--- config.mk ---
export PLATFORM = sky130hd
export DESIGN_NAME = uart_tx_fifo
export DESIGN_NICKNAME = d
export VERILOG_FILES = /design/src/rtl/uart_tx_fifo.sv
export SDC_FILE = /design/constraint.sdc
export NUM_CORES = 1
export LEC_CHECK = 0
export CAP_MARGIN = 10
export CORE_UTILIZATION = 60
export DETAILED_ROUTE_END_ITERATION = 8
export HOLD_SLACK_MARGIN = 0.08
export PLACE_DENSITY_LB_ADDON = 0.2
export SYNTH_ARGS = -nofsm -noshare
export SYNTH_HDL_FRONTEND = slang
export SYNTH_SLANG_ARGS = --single-unit
--- constraint.sdc ---
create_clock -name clk -period 4.4 [get_ports clk]
set_clock_uncertainty 0.1 [all_clocks]
set_input_delay 0.88 -clock clk [delete_from_list [all_inputs] [get_ports clk]]
set_output_delay 0.88 -clock clk [all_outputs]
set_load 0.01 [all_outputs]
--- src/rtl/uart_tx_fifo.sv ---
// UART transmitter with an input FIFO: start, DATA_W bits LSB first, optional parity, 1-2 stop bits.
// Define UART_TX_BREAK_EN to add the brk_req input and line-break generation.
module uart_tx_fifo #(
   parameter int CLKS_PER_BIT = 868,
   parameter int DATA_W       = 8,
   parameter int PARITY_MODE  = 0,
   parameter int STOP_BITS    = 1,
   parameter int FIFO_DEPTH   = 8
) (
   input  logic                          clk,
   input  logic                          reset_n,
   input  logic [DATA_W-1:0]             in_data,
   input  logic                          in_valid,
   output logic                          in_ready,
`ifdef UART_TX_BREAK_EN
   input  logic                          brk_req,
`endif
   output logic                          tx,
   output logic                          busy,
   output logic [$clog2(FIFO_DEPTH):0]   fifo_count
);

   localparam int AW         = $clog2(FIFO_DEPTH);
   localparam int CW         = $clog2(CLKS_PER_BIT);
   localparam int FRAME_BITS = 1 + DATA_W + ((PARITY_MODE != 0) ? 1 : 0) + STOP_BITS;
   localparam int BW         = $clog2(FRAME_BITS + 1);

   typedef enum logic [2:0] {IDLE, START, DATA, PARITY, STOP, BRK} state_t;

   state_t            state;
   logic [CW-1:0]     baud_cnt;
   logic [BW-1:0]     bit_idx;
   logic [DATA_W-1:0] shreg;
   logic              par_bit;

   logic [DATA_W-1:0] mem [FIFO_DEPTH];
   logic [AW-1:0]     wr_ptr, rd_ptr;
   logic [DATA_W-1:0] head;
   logic              head_par;
   logic              push, pop, bit_end, stop_last, brk_now;

   assign in_ready  = (fifo_count != (AW+1)'(FIFO_DEPTH));
   assign push      = in_valid && in_ready;
   assign head      = mem[rd_ptr];
   assign head_par  = (^head) ^ (PARITY_MODE == 2);
   assign bit_end   = (baud_cnt == CW'(CLKS_PER_BIT - 1));
   assign stop_last = bit_end && (bit_idx == BW'(STOP_BITS - 1));
`ifdef UART_TX_BREAK_EN
   assign brk_now   = brk_req;
`else
   assign brk_now   = 1'b0;
`endif

   // A word leaves the FIFO either from IDLE or straight out of the last stop bit.
   assign pop = (fifo_count != '0) &&
                (((state == IDLE) && !brk_now) || ((state == STOP) && stop_last));

   always_ff @(posedge clk) begin
      if (push) mem[wr_ptr] <= in_data;
   end

   always_ff @(posedge clk) begin
      if (!reset_n) begin
         wr_ptr     <= '0;
         rd_ptr     <= '0;
         fifo_count <= '0;
      end else begin
         if (push) wr_ptr <= wr_ptr + 1'b1;
         if (pop)  rd_ptr <= rd_ptr + 1'b1;
         case ({push, pop})
            2'b10:   fifo_count <= fifo_count + 1'b1;
            2'b01:   fifo_count <= fifo_count - 1'b1;
            default: fifo_count <= fifo_count;
         endcase
      end
   end

   always_ff @(posedge clk) begin
      if (!reset_n) begin
         state    <= IDLE;
         tx       <= 1'b1;
         busy     <= 1'b0;
         baud_cnt <= '0;
         bit_idx  <= '0;
         shreg    <= '0;
         par_bit  <= 1'b0;
      end else begin
         baud_cnt <= bit_end ? '0 : baud_cnt + 1'b1;
         case (state)
            IDLE: begin
               baud_cnt <= '0;
               bit_idx  <= '0;
`ifdef UART_TX_BREAK_EN
               if (brk_req) begin
                  state <= BRK;
                  tx    <= 1'b0;
                  busy  <= 1'b1;
               end else
`endif
               if (pop) begin
                  state   <= START;
                  tx      <= 1'b0;
                  busy    <= 1'b1;
                  shreg   <= head;
                  par_bit <= head_par;
               end
            end
            START: if (bit_end) begin
               state <= DATA;
               tx    <= shreg[0];
               shreg <= shreg >> 1;
            end
            DATA: if (bit_end) begin
               if (bit_idx == BW'(DATA_W - 1)) begin
                  bit_idx <= '0;
                  if (PARITY_MODE != 0) begin
                     state <= PARITY;
                     tx    <= par_bit;
                  end else begin
                     state <= STOP;
                     tx    <= 1'b1;
                  end
               end else begin
                  bit_idx <= bit_idx + 1'b1;
                  tx      <= shreg[0];
                  shreg   <= shreg >> 1;
               end
            end
            PARITY: if (bit_end) begin
               state <= STOP;
               tx    <= 1'b1;
            end
            STOP: if (bit_end) begin
               if (stop_last) begin
                  bit_idx <= '0;
                  if (pop) begin
                     state   <= START;
                     tx      <= 1'b0;
                     shreg   <= head;
                     par_bit <= head_par;
                  end else begin
                     state <= IDLE;
                     busy  <= 1'b0;
                  end
               end else begin
                  bit_idx <= bit_idx + 1'b1;
               end
            end
            BRK: if (bit_end) begin
               // Hold the line low for a full frame, then reuse STOP for the high tail.
               if (bit_idx == BW'(FRAME_BITS - 1)) begin
                  bit_idx <= '0;
                  state   <= STOP;
                  tx      <= 1'b1;
               end else begin
                  bit_idx <= bit_idx + 1'b1;
               end
            end
            default: begin
               state <= IDLE;
               tx    <= 1'b1;
               busy  <= 1'b0;
            end
         endcase
      end
   end

endmodule

Word level (Yosys, flattened, before mapping)
Memories as Yosys holds them, arrays and structs flattened. A register that Yosys moved wholly into a read port is not among the register bits.
Cells that the tools add are included.
Storage, ports and cells
  bits of input ports: 11
  RAM bits: 64
  output and inout bits: 7
  memories kept: 1
  logic and storage cells: 103
  bits in registers: 37
Operators by class
  reduce and logical (&&, ||, !) cells: 18
  add/sub/neg operators: 6
  bitwise gates (word level): 2
  equality and inequality tests: 22
  mux-type cells: 45
Memory list
  mem: depth 8, bits a word 8, rd ports 1, clocked after memory_dff 1, write ports 1, line 36  | logic [DATA_W-1:0] mem [FIFO_DEPTH];
Operators by type and width (count)
  $mux 8: 6
  $mux 3: 11
  $pmux 8 s4: 1
  $mux 4: 6
  $ne 2x2->1 const B: 11
  $pmux 3 s6: 1
  $mux 1: 16
  $pmux 4 s4: 1
  $reduce_bool 4->1: 3
  $add 10x1->10 const B: 1
  $eq 10x10->1 const B: 1
  $reduce_and 9->1: 1
  $add 4x1->4 const B: 2
  $pmux 4 s2: 1
  $reduce_and 7->1: 1
  $add 3x1->3 const B: 2
  $eq 3x2->1 const B: 2
  $eq 3x3->1 const B: 2
  $pmux 1 s6: 1
  $reduce_and 6->1: 1
  $reduce_and 5->1: 1
  $eq 4x3->1 const B: 1
  $eq 4x4->1 const B: 1
  $logic_and 1x1->1: 4
  other kinds (14): 15

Logic depth before layout (Yosys ltp)
  word-level depth: 9
  depth in mapped cells: 13
  depth with buffers taken out: 13

Least setup slack after synthesis
OpenSTA, ideal clock, no wires.
  kind: register to register
  from: register baud_cnt[0]
  to: register fifo_count[2]
  stages on the path, launching flop included: 14
  arrival time: 2.508 ns
  library setup time: 0.076 ns
  buffers on the path: 1
  path slack: 1.717 ns
  data required time: 4.224 ns
  period minus slack after synthesis: 2.683 ns
  path through: dfxtp_1 -> ha_1 -> and4b_1 -> buf_4 -> a41o_4 -> nand3_4 -> inv_1 -> ha_1 -> xor2_1 -> ha_1 -> a21oi_1 -> xor2_1 -> or3_1 -> a21boi_0
Between the ends
  cells in the longest elaborated chain, start to end: 7
  elaborated cells on any way between the ends: 9
  classes of those cells: eq/ne (3); mux (1); reduce/logical (5)
RTL lines
  start: declaration: line 31  | logic [CW-1:0] baud_cnt;
  start signal: assignment: line 88  | baud_cnt <= bit_end ? '0 : baud_cnt + 1'b1;
  $eq 10x10->1 (*): line 46  | assign bit_end = (baud_cnt == CW'(CLKS_PER_BIT - 1));
  $logic_and 1x1->1 (*): line 47  | assign stop_last = bit_end && (bit_idx == BW'(STOP_BITS - 1));
  $logic_and 1x1->1 (*): line 56  | (((state == IDLE) && !brk_now) || ((state == STOP) && stop_last));
  $logic_or 1x1->1 (*): line 56
  $logic_and 1x1->1 (*): line 55  | assign pop = (fifo_count != '0) &&
  named net pop: line 40  | logic push, pop, bit_end, stop_last, brk_now;
  $eq 2x1->1 or $eq 2x2->1 (tied branches): line 70  | case ({push, pop})
  $pmux 4 s2 or $reduce_bool 2->1 (tied branches)
  end signal: assignment: line 71  | 2'b10: fifo_count <= fifo_count + 1'b1;
  end signal: assignment: line 72  | 2'b01: fifo_count <= fifo_count - 1'b1;
  end signal: assignment: line 73  | default: fifo_count <= fifo_count;
  end: declaration: line 20  | output logic [$clog2(FIFO_DEPTH):0] fifo_count
Mark *: on every way through the listed nets, which the timed path passes. The rest lies on a longest branch.
A chain may end at the register's enable or synchronous reset.

Worst setup path in the final report
Same ends and word-level chain as after synthesis.

==> metrics.txt <==
Initial DRT Pass Iterations 4; Pwr Density 555 nW/um^2; Post-synth EDFFs 64; R2R Setup Slk 1.43 ns; Min-Delay Endpoint shreg[1]; Final Cell Area 5060 sq um; clock latency on the worst-skew pair 0.37 ns; Setup crit start kind register; Slew @ Worst Pin roughly 1.0 ns; CTS root buf clkbuf_8; multi-input logic area 1760 sq um; R2R Path Start baud_cnt[0]; final period utilization 67.6%; worst r2r dst fifo_count[2]; FP Rows 31; die area 8050 sq um; NumNets Final 378; hold_buf cts 0; Final Wtd Congestion 0.829; sequential area share after synthesis 59.0%; largest net degree at the start of global routing 25; CTS resizes 0; first-pass GRT wire length 13.3 mm; final setup fails 0; H-Tree Level Count 3; sequential cell area roughly 2700 sq um; starting density of the core 63.0%; io pins 18; VDD IR max 363 uV; maximum clock rate 0.336 GHz; hold path startpoint shreg[1]; clk sink count 104; Async SR Flop Fraction 0%; Netlist Area Pre-Place 4620 sq um; CTS tree built; via count 2733; worst-path fanout max 6; status finished, final reports clean; initial antenna violation count 0; final slew viol count 0; syn avg cell area roughly 13 sq um; Longest Clk Path Bufs 2; GRT overflow 0; Worst-path clk slew between 0.1 and 0.15 ns; DRT iter0 DRCs 239; ant diodes 0; MaxCap Viol Count 0; DP HPWL ~5.4 mm; CP Data Arrival Time about 3.2 ns; wire per inst 17.3 um; Num CTS Buffers 9; Post-Place Cells 446; R2R cell count 12; yosys warns 0; Fin. Hold Viols 0; Final Instance Count excl. Fillers 462; share of post-route cells with drive strength above 1 between 10% and 20%; Lkg Pwr around 0.0017 uW; GR Util All Layers 21.5%; number of synthesized register bits 104; Worst setup EP type register; setup TNS 0 ns; post-synth net total 363; vias in the first global route 2681; Area after DPL approximately 4800 sq um; DRT Wirelength about 8.0 mm; hold depth 2; Data required, critical path between 4 and 5 ns; drt drc 0; Die X 89.7 um; via-per-instance ratio 5.92; RSZ-0062 raised after global routing false; Yosys cell types just under 60; total core area between 7000 and 8000 sq um; fill count 503; relative slew slack 31.9%; port buffer count 17; Die Y 89.7 um; Worst Hold Class register to register; Main synth FF type edfxtp_1; DRT antenna net count 0; setup bufs post-CTS 0; CP Class register to register; Syn-to-layout area delta 9.48%; post-route minimum period ~3.0 ns; Syn Inst Count approximately 340
## state kept, by name, indices dropped and copies added, names as in the netlist, named ones only
name        flops
state           3
busy            1
mem            64
wr_ptr          3
bit_idx         4
fifo_count      4
baud_cnt       10
tx              1
rd_ptr          3
shreg           8
## cell type report
class                   instances  share of cell area, %
repair buffers                 23                   4.26
well taps                      99                   2.45
clock inverters                 7                   1.68
flip-flops and latches        104                   53.8
inverters                       7                  0.520
clock buffers                   9                   2.45
multi-input cells             213                   34.8
## metrics by stage
step	hold slack, ns	setup WS, ns	total power [uW]	util [%]
2_1_floorplan	0.326	1.72	2050	-
3_3_place_gp	0.339	1.29	2220	66.1
3_5_place_dp	0.353	1.18	2250	66.1
4_1_cts	0.379	1.42	2840	69.0
5_1_grt	0.403	1.17	2990	69.0
6_report	0.373	1.43	2810	69.0
## power breakdown
| part | total (uW) | leakage, uW | switching [uW] | internal, uW |
|---|---|---|---|---|
| Combinational | 931 | 0.000702 | 459 | 472 |
| Sequential | 1290 | 0.000907 | 148 | 1140 |
| Clock | 585 | 0.000101 | 357 | 228 |
## logic make-up after synthesis
logic type,count (synthesis),share of synthesized area [%]
xor+xnor,17,3.22
buf+inv,26,3.22
flops,104,59.0
compound gates,41,6.83
mux,34,11.7
fa+ha+maj,9,2.44
simple gates,112,13.6
## cells in the mapped netlist, types with 4 or more instances
master | number | area (sq um)
nor2_1 | 17 | 63.8
mux2i_1 | 18 | 180
inv_1 | 7 | 26.3
edfxtp_1 | 64 | 1920
mux4_2 | 16 | 360
o211ai_1 | 8 | 60.1
xor2_1 | 9 | 78.8
nor3_1 | 4 | 20.0
nand3_1 | 15 | 75.1
buf_2 | 4 | 20.0
dfxtp_1 | 40 | 801
clkbuf_1 | 8 | 30.0
o21a_1 | 4 | 30.0
xnor2_1 | 8 | 70.1
nor3b_1 | 5 | 37.5
nand4_1 | 4 | 25.0
nor2b_1 | 5 | 31.3
nand2_1 | 28 | 105
and2_1 | 7 | 43.8
ha_1 | 9 | 113
nor4_1 | 5 | 31.3
## worst max path at each step
stage,from,slack [ns],cells after the start,to
2_1_floorplan,baud_cnt[0],1.72,13,fifo_count[2]
3_3_place_gp,in_valid,1.29,9,fifo_count[2]
3_5_place_dp,in_valid,1.18,9,fifo_count[2]
4_1_cts,baud_cnt[0],1.42,12,fifo_count[2]
5_1_grt,baud_cnt[0],1.17,12,fifo_count[2]
6_report,baud_cnt[0],1.43,12,fifo_count[2]
## placed cells by master (no fill, tap or decap), types with 8 or more instances in the layout
cell | Yosys | final
nor2_1 | 17 | 17
mux4_2 | 16 | 16
nand2_1 | 28 | 28
dfxtp_1 | 40 | 40
ha_1 | 9 | 9
edfxtp_1 | 64 | 64
o211ai_1 | 8 | 8
nand3_1 | 15 | 15
xor2_1 | 9 | 9
xnor2_1 | 8 | 8
clkdlybuf4s50_1 | 0 | 17
clkbuf_8 | 2 | 9
mux2i_1 | 18 | 18
## worst max-delay path: stages, from the launching register on
cell and delay [ns]:
dfxtp_1 0.39, ha_1 0.27, and4b_1 0.36, a41o_4 0.28
nand3_4 0.12, inv_1 0.11, ha_1 0.24, xor2_1 0.17
ha_1 0.17, a21oi_1 0.05, xor2_1 0.16, or3_1 0.30
a21boi_0 0.16
## per-layer routing
metal / global-route usage [%] / vias up / share of wire, %
met4: 7.10 / 0 / 0.69
li1: - / 1322 / -
met2: 33.6 / 45 / 49
met5: 0 / - / 0
met1: 29.9 / 1361 / 47
met3: 5.08 / 5 / 4.0
Note: power is estimated with default switching activity, not from simulation.
